**src/rtl/script_sequencer_pkg.sv**
```systemverilog
// Shared definitions for the script sequencer: opcodes, action function codes,
// feedback bit positions and the FSM state encoding.
package script_sequencer_pkg;

  typedef enum logic [1:0] {
    OP_ACTION = 2'b00,
    OP_WAIT   = 2'b01,
    OP_JUMP   = 2'b10,
    OP_END    = 2'b11
  } opcode_e;

  typedef enum logic [1:0] {
    FUNC_GET      = 2'd0,
    FUNC_PUT      = 2'd1,
    FUNC_INTERACT = 2'd2,
    FUNC_THROW    = 2'd3
  } func_e;

  localparam logic ENABLED = 1'b1;

  localparam int FB_MOVE_READY = 2;
  localparam int FB_ACTION_ACK = 0;

  typedef enum logic [3:0] {
    ST_IDLE,
    ST_FETCH,
    ST_DECODE,
    ST_MOVE,
    ST_ACT,
    ST_ACK,
    ST_WAIT,
    ST_DONE,
    ST_ERROR
  } state_e;

  function automatic logic is_busy(input state_e s);
    return !(s inside {ST_IDLE, ST_DONE, ST_ERROR});
  endfunction

endpackage

```
**src/rtl/script_sequencer_timer.sv**
```systemverilog
// Loadable down-counter with a zero flag; one instance paces WAIT, another
// bounds the feedback waits in MOVE and ACK.
module seq_timer #(
  parameter int W = 8
) (
  input  logic         clk,
  input  logic         rst,
  input  logic         load,
  input  logic [W-1:0] load_val,
  input  logic         dec,
  output logic         zero
);

  logic [W-1:0] count_q, count_d;

  // NOTE: every always_comb assigns its outputs a default first, so no path can infer a latch.
  always_comb begin
    count_d = count_q;
    if (load) begin
      count_d = load_val;
    end else if (dec && (count_q != '0)) begin
      count_d = count_q - 1'b1;
    end
  end

  // NOTE: flops are written with non-blocking assignments so all registers update together.
  always_ff @(posedge clk or posedge rst) begin
    if (rst) begin
      count_q <= '0;
    end else begin
      count_q <= count_d;
    end
  end

  assign zero = (count_q == '0);

endmodule

```
**src/rtl/script_sequencer.sv**
```systemverilog
// Script sequencer: walks a 16-bit instruction ROM and drives the action
// decoder, waiting on kitchen feedback with a bounded timeout.
module script_sequencer
  import script_sequencer_pkg::*;
#(
  parameter int ADDR_W  = 8,
  parameter int TIMEOUT = 1023
) (
  input  logic              clk,
  input  logic              rst,
  input  logic              start,
  input  logic              abort,
  output logic [ADDR_W-1:0] pc,
  input  logic [15:0]       instr,
  input  logic [7:0]        feedbak_sig,
  output logic              en,
  output logic [7:0]        i_num,
  output logic [1:0]        func,
  output logic              busy,
  output logic              done,
  output logic              err
);

  // The timeout counter is loaded with TIMEOUT-1 so that ERROR is entered
  // at the end of the TIMEOUT-th waiting cycle.
  localparam int              TO_W    = (TIMEOUT > 1) ? $clog2(TIMEOUT) : 1;
  localparam logic [TO_W-1:0] TO_LOAD = TO_W'(TIMEOUT - 1);

  state_e            state_q, state_d;
  logic [ADDR_W-1:0] pc_q, pc_d;
  logic [7:0]        i_num_q, i_num_d;
  func_e             func_q, func_d;
  logic              en_q, en_d;
  logic              busy_q, busy_d;
  logic              done_q, done_d;
  logic              err_q, err_d;

  opcode_e opcode;
  logic    move_ready, action_ack;
  logic    wait_load, wait_zero;
  logic    to_load, to_dec, to_zero;
  logic    unused_bits;

  assign opcode      = opcode_e'(instr[15:14]);
  assign move_ready  = feedbak_sig[FB_MOVE_READY];
  assign action_ack  = feedbak_sig[FB_ACTION_ACK];
  assign unused_bits = ^{instr[13:10], feedbak_sig[7:3], feedbak_sig[1]};

  assign wait_load = (state_q == ST_DECODE) && (opcode == OP_WAIT);
  assign to_load   = ((state_q == ST_DECODE) && (opcode == OP_ACTION)) || (state_q == ST_ACT);
  assign to_dec    = (state_q == ST_MOVE) || (state_q == ST_ACK);

  seq_timer #(.W(8)) u_wait_timer (
    .clk      (clk),
    .rst      (rst),
    .load     (wait_load),
    .load_val (instr[7:0]),
    .dec      (state_q == ST_WAIT),
    .zero     (wait_zero)
  );

  seq_timer #(.W(TO_W)) u_timeout_timer (
    .clk      (clk),
    .rst      (rst),
    .load     (to_load),
    .load_val (TO_LOAD),
    .dec      (to_dec),
    .zero     (to_zero)
  );

  always_comb begin
    state_d = state_q;
    pc_d    = pc_q;
    i_num_d = i_num_q;
    func_d  = func_q;

    if (abort) begin
      state_d = ST_IDLE;
    end else begin
      unique case (state_q)
        ST_IDLE, ST_DONE, ST_ERROR: begin
          if (start) begin
            state_d = ST_FETCH;
            pc_d    = '0;
          end
        end
        ST_FETCH: state_d = ST_DECODE;
        ST_DECODE: begin
          case (opcode)
            OP_ACTION: begin
              i_num_d = instr[7:0];
              func_d  = func_e'(instr[9:8]);
              state_d = ST_MOVE;
            end
            OP_WAIT: state_d = ST_WAIT;
            OP_JUMP: begin
              pc_d    = instr[ADDR_W-1:0];
              state_d = ST_FETCH;
            end
            default: state_d = ST_DONE;
          endcase
        end
        // move_ready is the only bit that matters here, even if ack is also high.
        ST_MOVE: begin
          if (move_ready)   state_d = ST_ACT;
          else if (to_zero) state_d = ST_ERROR;
        end
        ST_ACT: state_d = ST_ACK;
        ST_ACK: begin
          if (action_ack) begin
            pc_d    = pc_q + 1'b1;
            state_d = ST_FETCH;
          end else if (to_zero) begin
            state_d = ST_ERROR;
          end
        end
        ST_WAIT: begin
          if (wait_zero) begin
            pc_d    = pc_q + 1'b1;
            state_d = ST_FETCH;
          end
        end
        default: state_d = ST_IDLE;
      endcase
    end

    // Outputs are registered from the next state so they line up with state_q.
    en_d   = (state_d inside {ST_MOVE, ST_ACT}) ? ENABLED : 1'b0;
    busy_d = is_busy(state_d);
    done_d = (state_d == ST_DONE);
    err_d  = (state_d == ST_ERROR);
  end

  always_ff @(posedge clk or posedge rst) begin
    if (rst) begin
      state_q <= ST_IDLE;
      pc_q    <= '0;
      i_num_q <= '0;
      func_q  <= FUNC_GET;
      en_q    <= 1'b0;
      busy_q  <= 1'b0;
      done_q  <= 1'b0;
      err_q   <= 1'b0;
    end else begin
      state_q <= state_d;
      pc_q    <= pc_d;
      i_num_q <= i_num_d;
      func_q  <= func_d;
      en_q    <= en_d;
      busy_q  <= busy_d;
      done_q  <= done_d;
      err_q   <= err_d;
    end
  end

  assign pc    = pc_q;
  assign en    = en_q;
  assign i_num = i_num_q;
  assign func  = func_q;
  assign busy  = busy_q;
  assign done  = done_q;
  assign err   = err_q;

endmodule

```
**config.mk**
```make
export PLATFORM = sky130hd
export DESIGN_NAME = script_sequencer
export DESIGN_NICKNAME = d
export VERILOG_FILES = /design/src/rtl/script_sequencer_pkg.sv /design/src/rtl/script_sequencer_timer.sv /design/src/rtl/script_sequencer.sv
export SDC_FILE = /design/constraint.sdc
export NUM_CORES = 1
export LEC_CHECK = 0
export CAP_MARGIN = 20
export CORE_UTILIZATION = 40
export DETAILED_ROUTE_END_ITERATION = 7
export PLACE_DENSITY = 0.72
export SYNTH_ARGS = -nofsm -noshare
export SYNTH_HDL_FRONTEND = slang
export SYNTH_SLANG_ARGS = --single-unit
```
**constraint.sdc**
```tcl
create_clock -name clk -period 6 [get_ports clk]
set_clock_uncertainty 0.2 [all_clocks]
set_input_delay 0.9 -clock clk [delete_from_list [all_inputs] [get_ports clk]]
set_output_delay 0.9 -clock clk [all_outputs]
set_load 0.02 [all_outputs]
```
==> results.sh, run 1 <==
export IMPL_clock_sinks=44
export IMPL_slew_violations=0
export IMPL_area_growth_pct=21.9
export IMPL_ys_ff_latch=44
export IMPL_synth_warnings=0
export IMPL_num_rows=28
export IMPL_portBuffers=39
export IMPL_nFillCells=551
export IMPL_ios=50
export IMPL_clkLatencyLatePin_ns=0.29
export IMPL_drc_errors=0
export IMPL_cts_tree="yes"
export IMPL_pre_cts_ws_ns=2.63
export IMPL_dpl_hpwl_mm=3.97
export IMPL_outcome="finished clean"
export IMPL_netlist_area_um2=2460
export IMPL_cp_arrival_ns=3.03
export IMPL_tns_ns=0
export IMPL_drv_cap=0
export IMPL_grt_pass1_vias=1933
export IMPL_setup_violations=0
export IMPL_hold_viol_final=0
export IMPL_rsz0062_at_grt="no"
export IMPL_async_flop_share_pct=100
export IMPL_ant_nets=0
export IMPL_die_h_um=80.5
export IMPL_cts_buffers=5
export IMPL_dieArea_um2=6480
export IMPL_dr_pass1_iters=4
export IMPL_design_core_area_um2=5920
export IMPL_synth_ff_type="dfrtp_1"
export IMPL_layout_setup_ws_ns=2.95
export IMPL_grt_pass1_wl_mm=9.21
export IMPL_slew_headroom_pct=44.2
export IMPL_netlist_instances=255
export IMPL_period_needed_ns=3.05
export IMPL_p_leak_nw=1.21
export IMPL_antenna_found_initial=0
export IMPL_cts_setup_buffers=0
export IMPL_synthDistinctLibCells=41
export IMPL_diodes=0
export IMPL_fmax_ghz=0.328
export IMPL_synth_commonest_cells="44 x dfrtp_1, 22 x nand2_1, 18 x nor2_1, 18 x o21ai_0, 17 x a21oi_1"
export IMPL_viasPerCell=5.50
export IMPL_cp_start_kind="primary input"
export IMPL_wl_per_cell_um=14.9
export IMPL_place_congestion=0.864
export IMPL_nNetsFinal=327
export IMPL_yosysSeqAreaShare_pct=44.7
export IMPL_die_w_um=80.5
export IMPL_grt_usage_pct=18.6
export IMPL_layout_drive_gt1_share_pct=9.52
export IMPL_yosys_area_top_type_share_pct=44.7
export IMPL_synth_edf_count=0
export IMPL_avgSynthCellArea_um2=9.66
export IMPL_start_util_pct=41.6
export IMPL_critical_path_required_ns=5.98
export IMPL_end_kind="flop"
export IMPL_yosysTopAreaCell="dfrtp_1"
export IMPL_cts_htree_levels=2
export IMPL_crit_type="primary input to flop"
export IMPL_power_density_nw_per_um2=358
export IMPL_cts_repair_resized=0
export IMPL_tightest_slew_ns=0.833
export IMPL_timing_final_crit_share_pct=50.8
export IMPL_grt_max_degree=45
export IMPL_postCtsHoldBufs=0
export IMPL_worst_ir_drop_vdd_v=0.000173
export IMPL_overflow=0
export IMPL_clk_pin_slew_ns=0.08
export IMPL_yosysMostFrequentCell="dfrtp_1"
export IMPL_hp_class="flop to flop"
export IMPL_clockRootBuffer="clkbuf_8"
export IMPL_routed_wl_mm=5.51
export IMPL_synthTopCellsByArea="dfrtp_1 45%, mux2_2 5.9%, o21ai_0 3.7%"
export IMPL_crit_fanout=15
export IMPL_syn_nets=288
export IMPL_clockBufferDepth=2
export IMPL_drt_iter0_drc=114
export IMPL_num_vias=2030
[cell usage in the layout (no fill, tap or decap), types with 3 or more instances in the layout]
cell type	count
a21oi_1	17
a22o_1	9
and2_1	6
and3_1	7
clkbuf_8	5
clkdlybuf4s50_1	39
dfrtp_1	44
ha_1	5
inv_1	6
mux2_2	13
mux2i_1	4
nand2_1	22
nand2b_1	6
nand3_1	8
nand3b_1	3
nor2_1	18
nor2b_1	7
nor3_1	10
o211ai_1	3
o21ai_0	18
or3_1	3
xnor2_1	5
xor2_1	8
[through the flow]
stage               utilization (%)  std cells  power, mW  instance area [µm²]  hold slack (ns)
floorplan                         -        255      0.734                 2460            0.293
global placement               49.3        361      0.891                 2920            0.287
detailed placement             49.3        361      0.903                 2920            0.292
CTS                            50.6        368       1.08                 3000            0.310
global route                   50.7        369       1.15                 3000            0.337
finish                         50.7        369       1.07                 3000            0.305
[flip-flops by register name, indices dropped and copies added (netlist names)]
| signal | cells |
|---|---|
| u_timeout_timer.count_q | 10 |
| busy | 1 |
| en | 1 |
| pc | 8 |
| i_num | 8 |
| u_wait_timer.count_q | 8 |
| err | 1 |
| func | 2 |
| state_q | 4 |
| done | 1 |
[report_power, final]
part	switching, mW	internal, mW
clock network	0.0953	0.0793
registers	0.0790	0.381
logic	0.224	0.216
total	0.399	0.676
[kinds of logic after synthesis]
group,after synthesis,synth area share [%]
mux,17,7.57
buf+inv,17,2.84
fa+ha+maj,5,2.54
simple gates,100,21.4
xor+xnor,13,4.62
compound gates,59,16.4
flops,44,44.7
[layout make-up]
| cell class | instances | area [µm²] | area share [%] |
|---|---|---|---|
| clock buffers | 6 | 72.6 | 2.42 |
| clock inverters | 1 | 5.00 | 0.167 |
| inverters | 7 | 26.3 | 0.875 |
| multi-input cells | 194 | 1290 | 43.0 |
| flip-flops and latches | 44 | 1100 | 36.7 |
| well taps | 75 | 93.8 | 3.12 |
| repair buffers | 42 | 413 | 13.7 |
[metal layers]
layer / share of wire, % / GRT usage, % / vias up
li1: - / - / 991
met1: 49 / 24.6 / 1002
met2: 47 / 29.0 / 25
met3: 2.3 / 4.43 / 12
met4: 1.7 / 7.50 / 0
met5: 0 / 0 / -
[worst max-delay path: stages]
cell and delay (ns):
clkdlybuf4s50_1 0.59, a21bo_2 0.17, a2bb2oi_1 0.06, a2bb2oi_1 0.16, nor3b_2 0.69, o21ai_0 0.22, a22o_1 0.23
[path summary, 6_finish.rpt]
path	from	end	slack (ns)	depth (start not counted)
setup / recovery	start	pc[3]$_DFFE_PP0P_	2.95	7
hold / removal	func[1]$_DFFE_PP0P_	func[1]$_DFFE_PP0P_	0.31	1
setup reg to reg	state_q[2]$_DFF_PP0_	pc[3]$_DFFE_PP0P_	3.09	7
hold reg to reg	func[1]$_DFFE_PP0P_	func[1]$_DFFE_PP0P_	0.31	1
max in group asynchronous	rst	state_q[3]$_DFF_PP0_	4.37	3
min in group asynchronous	rst	pc[0]$_DFFE_PP0P_	0.84	3
Note: power is estimated with default switching activity, not from simulation.
==> inputs of run 2 (changes only) <==
Clock period 6 ns to 3.1 ns, I/O delays scaled along.
==> run 2 against run 1 <==
Non-clock buffer count increased by 2. Worst setup slack got worse by 2.3 ns. Combinational power increased by 96%. Critical path depth increased by 1. Register-to-register slack got worse by 2.5 ns. Wire length increased by 1.4%. Final area increased by 2.2%. Critical path type is now flop to flop.
==> results.sh, run 2 (same netlist as run 1, synthesis figures left out) <==
export IMPL_grt_max_degree=29
export IMPL_design_core_area_um2=5920
export IMPL_dieArea_um2=6480
export IMPL_postCtsHoldBufs=0
export IMPL_p_leak_nw=1.25
export IMPL_die_w_um=80.5
export IMPL_hold_slack_ns=0.272
export IMPL_nFillCells=524
export IMPL_dpl_hpwl_mm=4.02
export IMPL_fmax_ghz=0.402
export IMPL_final_cell_mix="44 x dfrtp_1, 39 x clkdlybuf4s50_1, 22 x nand2_1, 18 x nor2_1, 18 x o21ai_0"
export IMPL_slew_headroom_pct=56.4
export IMPL_pwr_share_comb_pct=38.1
export IMPL_antenna_found_initial=0
export IMPL_overflow=0
export IMPL_setup_worst_path_start="u_wait_timer.count_q[0]$_DFFE_PP0P_"
export IMPL_grt_pass1_wl_mm=9.45
export IMPL_swShare_pct=34.7
export IMPL_clockRootBuffer="clkbuf_8"
export IMPL_critical_path_required_ns=3.07
export IMPL_power_density_nw_per_um2=738
export IMPL_clockBufferDepth=2
export IMPL_ant_nets=0
export IMPL_clock_sinks=44
export IMPL_num_vias=2045
export IMPL_postLayoutCoreUtil_pct=51.9
export IMPL_num_rows=28
export IMPL_wl_per_cell_um=15.0
export IMPL_nNetsFinal=329
export IMPL_end_kind="flop"
export IMPL_layout_drive_gt1_share_pct=10.5
export IMPL_largest_reg_flops=10
export IMPL_ios=50
export IMPL_tightest_slew_ns=0.652
export IMPL_crit_type="flop to flop"
export IMPL_period_needed_ns=2.49
export IMPL_drt_iter0_drc=107
export IMPL_viasPerCell=5.51
export IMPL_start_util_pct=41.6
export IMPL_setup_violations=0
export IMPL_cts_buffers=5
export IMPL_clkLatencyLatePin_ns=0.29
export IMPL_reg2reg_from="u_wait_timer.count_q[0]$_DFFE_PP0P_"
export IMPL_cp_arrival_ns=2.46
export IMPL_cp_start_kind="flop"
export IMPL_slew_violations=0
export IMPL_cts_htree_levels=2
export IMPL_layout_commonest_cell="dfrtp_1"
export IMPL_internal_power_mw=1.48
export IMPL_hp_class="primary input to asynchronous set/reset pin"
export IMPL_grt_pass1_vias=1997
export IMPL_seqCellArea_um2=1100
export IMPL_area_growth_pct=24.6
export IMPL_rsz0062_at_grt="no"
export IMPL_cts_setup_buffers=0
export IMPL_dr_pass1_iters=4
export IMPL_grt_usage_pct=18.7
export IMPL_multi_input_area_um2=1290
export IMPL_p_seq_share_pct=39.3
export IMPL_power_switching_mw=0.786
export IMPL_drv_cap=0
export IMPL_cts_tree="yes"
export IMPL_outcome="finished clean"
export IMPL_cts_repair_resized=0
export IMPL_die_h_um=80.5
export IMPL_crit_fanout=15
export IMPL_clk_pin_slew_ns=0.09
export IMPL_worst_ir_drop_vdd_v=0.000350
export IMPL_diodes=0
export IMPL_place_congestion=0.821
export IMPL_portBuffers=39
export IMPL_top_register="u_timeout_timer.count_q"
export IMPL_tns_ns=0
export IMPL_hold_viol_final=0
export IMPL_routed_wl_mm=5.58
export IMPL_timing_final_crit_share_pct=80.2
export IMPL_dp_cells=364
export IMPL_stdcell_count=371
export IMPL_power_share_clock_pct=22.6
export IMPL_drc_errors=0
-- run 2: through the flow --
stage | setup WS [ns] | cell area [µm²] | total power [mW]
after floorplan | 0.842 | 2460 | 1.42
after global placement | 0.592 | 2940 | 1.74
after detailed placement | 0.582 | 2940 | 1.76
after CTS | 0.607 | 3070 | 2.28
after global routing | 0.475 | 3070 | 2.40
final | 0.614 | 3070 | 2.27
-- run 2: power groups by stage --
stage / logic (mW) / clock network, mW / registers (mW)
floorplan: 0.453 / 0 / 0.967
global placement: 0.842 / 0 / 0.893
detailed placement: 0.857 / 0 / 0.899
CTS: 0.871 / 0.520 / 0.889
global route: 0.940 / 0.545 / 0.916
finish: 0.862 / 0.513 / 0.891
-- run 2: routing by layer --
layer  global-route usage [%]  routed length, µm  up-vias
met5                        0                  0        -
met4                     5.71                 68        0
met3                     3.98                273        6
met2                     29.5               2770       50
met1                     25.5               2470      997
li1                         -                  -      992
-- run 2: layout make-up --
cell class	count	area share (%)
Timing Repair Buffer	44	13.9
Inverter	7	0.856
Tap cell	75	3.06
Clock inverter	2	1.96
Clock buffer	5	2.24
Multi-Input combinational cell	194	42.1
Sequential cell	44	35.9
-- run 2: worst paths after layout --
path,endpoint,cells past startpoint,slack [ns]
setup / recovery,pc[1]$_DFFE_PP0P_,8,0.61
hold / removal,done$_DFF_PP0_,2,0.27
setup reg to reg,pc[1]$_DFFE_PP0P_,8,0.61
hold reg to reg,i_num[1]$_DFFE_PP0P_,1,0.31
max in group asynchronous,pc[5]$_DFFE_PP0P_,3,1.70
min in group clk,i_num[1]$_DFFE_PP0P_,1,0.31
-- run 2: critical path: stages (launching register included) --
cell     delay [ns]
dfrtp_1        0.40
inv_1          0.10
ha_1           0.16
nor3b_1        0.17
a31oi_1        0.19
a22oi_1        0.29
nor3b_2        0.26
buf_4          0.23
mux2_2         0.35
